### src/rtl/ddr_check_pkg.sv
// Shared constants, FSM encoding and fill/check pattern for the DDR readback path.
package ddr_check_pkg;

  localparam int unsigned AMM_ADDR_W  = 25;
  localparam int unsigned AMM_DATA_W  = 256;
  localparam int unsigned AMM_BURST_W = 7;

  localparam logic [2:0] ST_IDLE      = 3'd0;
  localparam logic [2:0] ST_ISSUE     = 3'd1;
  localparam logic [2:0] ST_COLLECT   = 3'd2;
  localparam logic [2:0] ST_CMP_DRAIN = 3'd3;
  localparam logic [2:0] ST_DONE      = 3'd4;
  localparam logic [2:0] ST_ABORT     = 3'd5;

  typedef enum logic [2:0] {
    S_IDLE      = ST_IDLE,
    S_ISSUE     = ST_ISSUE,
    S_COLLECT   = ST_COLLECT,
    S_CMP_DRAIN = ST_CMP_DRAIN,
    S_DONE      = ST_DONE,
    S_ABORT     = ST_ABORT
  } state_e;

  // Lane i of word A is {7'b0, A} ^ (seed + i); the fill logic uses the same function.
  function automatic logic [AMM_DATA_W-1:0] pat_word(input logic [AMM_ADDR_W-1:0] addr,
                                                     input logic [31:0]            seed);
    logic [AMM_DATA_W-1:0] w;
    w = '0;
    for (int unsigned i = 0; i < AMM_DATA_W / 32; i++) begin
      w[i*32 +: 32] = {7'b0, addr} ^ (seed + 32'(i));
    end
    return w;
  endfunction

endpackage

### src/rtl/ddr_beat_compare.sv
// Two-stage beat compare: register beat and expected word, then count
// mismatches (saturating) and capture the first failing address.
module ddr_beat_compare
  import ddr_check_pkg::*;
#(
  parameter logic [31:0] SEED = 32'hA5A5_0000
) (
  input  logic                  clk_i,
  input  logic                  rst_i,
  input  logic                  clr_i,
  input  logic                  beat_vld_i,
  input  logic [AMM_DATA_W-1:0] beat_data_i,
  input  logic [AMM_ADDR_W-1:0] beat_addr_i,
  output logic [15:0]           err_count_o,
  output logic [AMM_ADDR_W-1:0] first_err_addr_o
);

  logic                  s1_vld_q;
  logic [AMM_DATA_W-1:0] s1_data_q;
  logic [AMM_DATA_W-1:0] s1_exp_q;
  logic [AMM_ADDR_W-1:0] s1_addr_q;

  logic [15:0]           err_q;
  logic [AMM_ADDR_W-1:0] first_q;
  logic                  seen_q;
  logic                  mism;

  always_ff @(posedge clk_i or posedge rst_i) begin
    if (rst_i) begin
      s1_vld_q  <= 1'b0;
      s1_data_q <= '0;
      s1_exp_q  <= '0;
      s1_addr_q <= '0;
    end else begin
      s1_vld_q <= beat_vld_i && !clr_i;
      if (beat_vld_i) begin
        s1_data_q <= beat_data_i;
        s1_exp_q  <= pat_word(beat_addr_i, SEED);
        s1_addr_q <= beat_addr_i;
      end
    end
  end

  assign mism = s1_vld_q && (s1_data_q != s1_exp_q);

  always_ff @(posedge clk_i or posedge rst_i) begin
    if (rst_i) begin
      err_q   <= '0;
      first_q <= '0;
      seen_q  <= 1'b0;
    end else if (clr_i) begin
      err_q   <= '0;
      first_q <= '0;
      seen_q  <= 1'b0;
    end else if (mism) begin
      if (err_q != '1) begin
        err_q <= err_q + 16'd1;
      end
      if (!seen_q) begin
        first_q <= s1_addr_q;
        seen_q  <= 1'b1;
      end
    end
  end

  assign err_count_o      = err_q;
  assign first_err_addr_o = first_q;

endmodule

### config.mk
export PLATFORM = sky130hd
export DESIGN_NAME = ddr_beat_compare
export DESIGN_NICKNAME = d
export VERILOG_FILES = /design/src/rtl/ddr_check_pkg.sv /design/src/rtl/ddr_beat_compare.sv
export SDC_FILE = /design/constraint.sdc
export NUM_CORES = 1
export LEC_CHECK = 0
export ABC_AREA = 0
export BUFFER_PORTS_ARGS = -buffer_cell sky130_fd_sc_hd__buf_4
export CAP_MARGIN = 20
export CORE_ASPECT_RATIO = 0.6
export CORE_MARGIN = 10
export CORE_UTILIZATION = 27
export DETAILED_ROUTE_END_ITERATION = 8
export GPL_TIMING_DRIVEN = 0
export PLACE_DENSITY = 0.45
export SLEW_MARGIN = 20
export SYNTH_ARGS = -nofsm -noshare
export SYNTH_HDL_FRONTEND = slang
export SYNTH_SLANG_ARGS = --single-unit
### constraint.sdc
create_clock -name clk_i -period 11.55 [get_ports clk_i]
set_clock_uncertainty 0.05 [all_clocks]
set_input_delay 2.8875 -clock clk_i [delete_from_list [all_inputs] [get_ports clk_i]]
set_output_delay 2.8875 -clock clk_i [all_outputs]
set_load 0.05 [all_outputs]
==> summary.md <==
| Metric | Value |
|---|---|
| Status | completed |
| Non-Filler Instances | 2,322 |
| Leakage power | roughly 8.5 nW |
| Core area | 54,700 um2 |
| Busiest grt layer | met2 |
| Routed Antenna Nets | 0 |
| Starting DRT DRC Count | a little over 700 |
| Num CTS Buffers | 37 |
| Reg power frac | 43.5% |
| Top_reg_cell synth | dfrtp_1 |
| Crit path kind | reg2reg |
| Setup Total Neg Slack | 0 ns |
| VDD IR max | 0.0742 mV |
| Worst-skew pair later-pin latency | 0.54 ns |
| Most frequent cells in the layout | dfrtp_1 (333), buf_4 (326), mux2_2 (288) |
| Clock transition at path regs | 0.07 ns |
| Sequential element share of the synthesized area | 55.4% |
| Post-Syn Area | 15,000 um2 |
| Clock root buffer master | clkbuf_16 |
| Die ar. | 65,800 um2 |
| Int Pwr | about 0.0023 W |
| CTS Buffer Depth | 3 |
| RSZ-0062 raised after global routing | false |
| Share of flip-flops with an asynchronous set or reset | 100% |
| CP bufs+invs | 2 |
| Gpl congestion | 0.813 |
| Worst Path Arrival | 5.20 ns |
| Routed via count | between 10,000 and 15,000 |
| Cell Rows | 66 |
| Tot Pwr | 0.00309 W |
| GR Util met1 | a little over a quarter |
| Global Route Usage Sum | 18.5% |
| Mean Syn Cell Area | 12.9 um2 |
| Crit path time final | just under 5 ns |
| Initial core utilization | 27.5% |
| Setup bufs post-CTS | 0 |
| Switching share of power | 27.1% |
| Comb power frac | 15.8% |
| Drt wl/cell | 26.8 um |
| DR pass1 iterations | 5 |
| Port bufs | 323 |
| Vias in the first global route | 11,700 |
| Pwr per Cell Area | 155 nW/um2 |
| Critical path's slowest cell | nor4_1 |
| Final hold viol count | 0 |
| Number of synthesized flops with an enable pin | 0 |
| Final Max Slew Viols | 0 |
| Post-synth cell types | 45 |
| Max_slew headroom | between 20 and 25% |
| Seq. cell area | 8330 um2 |
| Fin nets | about 1,800 |
| Psw | between 0.0008 and 0.0009 W |
| Util after Layout | 36.5% |
| Die height | 203 um |
| Multi-input logic area | 6360 um2 |
| Crit-path leading delay family | simple AND/OR/NAND/NOR gates |
| Number of max-cap violations | 0 |
| Gate count of the mapped netlist | 1,166 |
| DIE WIDTH | 325 um |
| Hold_buf cts | 0 |
| Layout area overhead | 32.6% |
| Worst slew pin tran | 1.17 ns |
| Initial antenna violation count | 11 |
| Setup violators final | 0 |
| Clk sinks | 333 |
| Vias/cell | 4.79 |
| DR DRC count | 0 |
| Final Cycle Share | a little over two fifths |
| Total Routed Length | ~62,000 um |
| Final hold slack | 0.458 ns |
| Htree depth | 2 |
| CP Max Fanout | 10 |
| Syn nets | 1,452 |
| CTS tree | done |
| Placed insts | 2,248 |
| Met2 usage | 27.9% |
| First-pass GRT wire length | a little under 90,000 um |
| Clock share of power | 40.7% |
| Fill cells | 5,496 |
| Share of cells above drive strength 1 | 47.6% |
| M3 GR Usage | 4.42% |
| I/O pin count | 326 |
| Crit path capture type | flop |
| Worst min-delay path class | reg2reg |
| CP peak stage delay | 0.91 ns |
| Post-CTS sizing | 0 |
| Commonest non-fill, non-tap cell in the layout | dfrtp_1 |
| CP cell instances | clkbuf_1 -> xor2_1 -> a2111o_1 -> nor4_1 -> nand4_1 -> o41ai_4 -> clkbuf_1 -> or3b_2 -> a21oi_1 |
| CP Launch Type | flop |
| Yosys warnings | 0 |
| Cell with the most instances on the worst path | clkbuf_1 |
| Max Fclk | 205 MHz |
| Worst Path Required | around 12 ns |
| Synth Register Bits | 333 |
| Post-DP HPWL | 47,200 um |
| Largest net degree at the start of global routing | 33 |
| Grt ovf | 0 |
## area by class of cell
| type | count | area share (%) |
|---|---|---|
| clock inverters | 13 | 0.747 |
| multi-input cells | 750 | 31.9 |
| well taps | 748 | 4.69 |
| plain buffers | 78 | 1.75 |
| flip-flops and latches | 333 | 41.8 |
| repair buffers | 335 | 13.3 |
| clock buffers | 54 | 5.63 |
| diodes | 6 | 0.0753 |
| inverters | 5 | 0.113 |
## worst reg2reg max path, stage by stage, from the launching register on
cell,delay (ns)
dfrtp_1,0.32
clkbuf_1,0.81
xor2_1,0.32
a2111o_1,0.47
nor4_1,0.91
nand4_1,0.51
o41ai_4,0.65
clkbuf_1,0.40
or3b_2,0.21
a21oi_1,0.07
## synth_stat cells (2+ instances only)
library cell,number,share of area [%]
nand2_1,13,0.32
clkbuf_2,3,0.10
nor2b_1,10,0.42
mux2_2,288,22
dfrtp_1,333,55
buf_4,3,0.15
nand3_1,9,0.30
or3_1,7,0.29
o21ai_1,2,0.067
o211ai_1,6,0.30
inv_1,5,0.12
a22oi_1,2,0.10
nand4_1,35,1.5
mux2i_1,6,0.40
o22ai_1,13,0.54
or3b_2,24,1.4
xnor2_1,94,5.5
a21oi_1,38,1.3
clkbuf_1,63,1.6
o21ai_0,25,0.83
buf_2,7,0.23
or4_1,7,0.35
xor2_1,16,0.93
o31ai_1,4,0.20
nor3_1,36,1.2
and3_1,32,1.3
nand2b_1,4,0.17
nor2_1,27,0.67
nor4_1,30,1.2
and4_1,8,0.47
o2111ai_1,2,0.12
## sequential cells by signal, indices dropped and copies added (netlist names)
register          count
s1_data_q           256
first_err_addr_o     25
s1_addr_q            25
err_count_o          16
s1_exp_q              9
s1_vld_q              1
seen_q                1
## worst paths after layout
kind	startpoint	end	slack [ns]	cells past startpoint
max	s1_addr_q[15]	first_err_addr_o[15]	6.67	9
min	s1_addr_q[16]	s1_addr_q[16]	0.46	1
max reg2reg	s1_addr_q[15]	first_err_addr_o[15]	6.67	9
min reg2reg	s1_addr_q[16]	s1_addr_q[16]	0.46	1
max in group asynchronous	rst_i	err_count_o[5]	7.73	6
min in group asynchronous	rst_i	s1_data_q[92]	2.43	2
## routing by layer
layer | wire (um) | up-vias | part of all wire [%]
met4 | 669 | 6 | 1.1
met5 | 31 | - | 0.050
li1 | - | 4993 | -
met3 | 3840 | 60 | 6.2
met1 | 30900 | 5722 | 50
met2 | 26800 | 334 | 43
## power groups by stage
stage | Clock (W) | Combinational, W | Sequential (W)
after floorplan | 0 | 0.000261 | 0.00136
final | 0.00126 | 0.000489 | 0.00134
after CTS | 0.00130 | 0.000498 | 0.00134
after detailed placement | 0 | 0.000496 | 0.00136
after global placement | 0 | 0.000482 | 0.00136
after global routing | 0.00135 | 0.000529 | 0.00136
## metrics by stage
stage / setup WS, ns / instance area [um2]
detailed placement: 6.56 / 18700
global placement: 1.59 / 18400
finish: 6.67 / 19900
floorplan: 4.16 / 15000
CTS: 6.53 / 19900
global route: 6.45 / 19900
## cell families (layout without fill, tap and decap cells)
kind of cell	after synthesis	in the layout	share of synthesized area (%)
AND/OR/NAND/NOR	247	247	9.93
other	0	6	0
buffers and inverters	83	485	2.28
adder cells (fa/ha/maj)	1	1	0.0832
multiplexers	295	295	22.0
flip-flops	333	333	55.4
XOR/XNOR	110	110	6.41
AO/OA/AOI/OAI	97	97	3.84
Note: power is estimated with default switching activity, not from simulation.
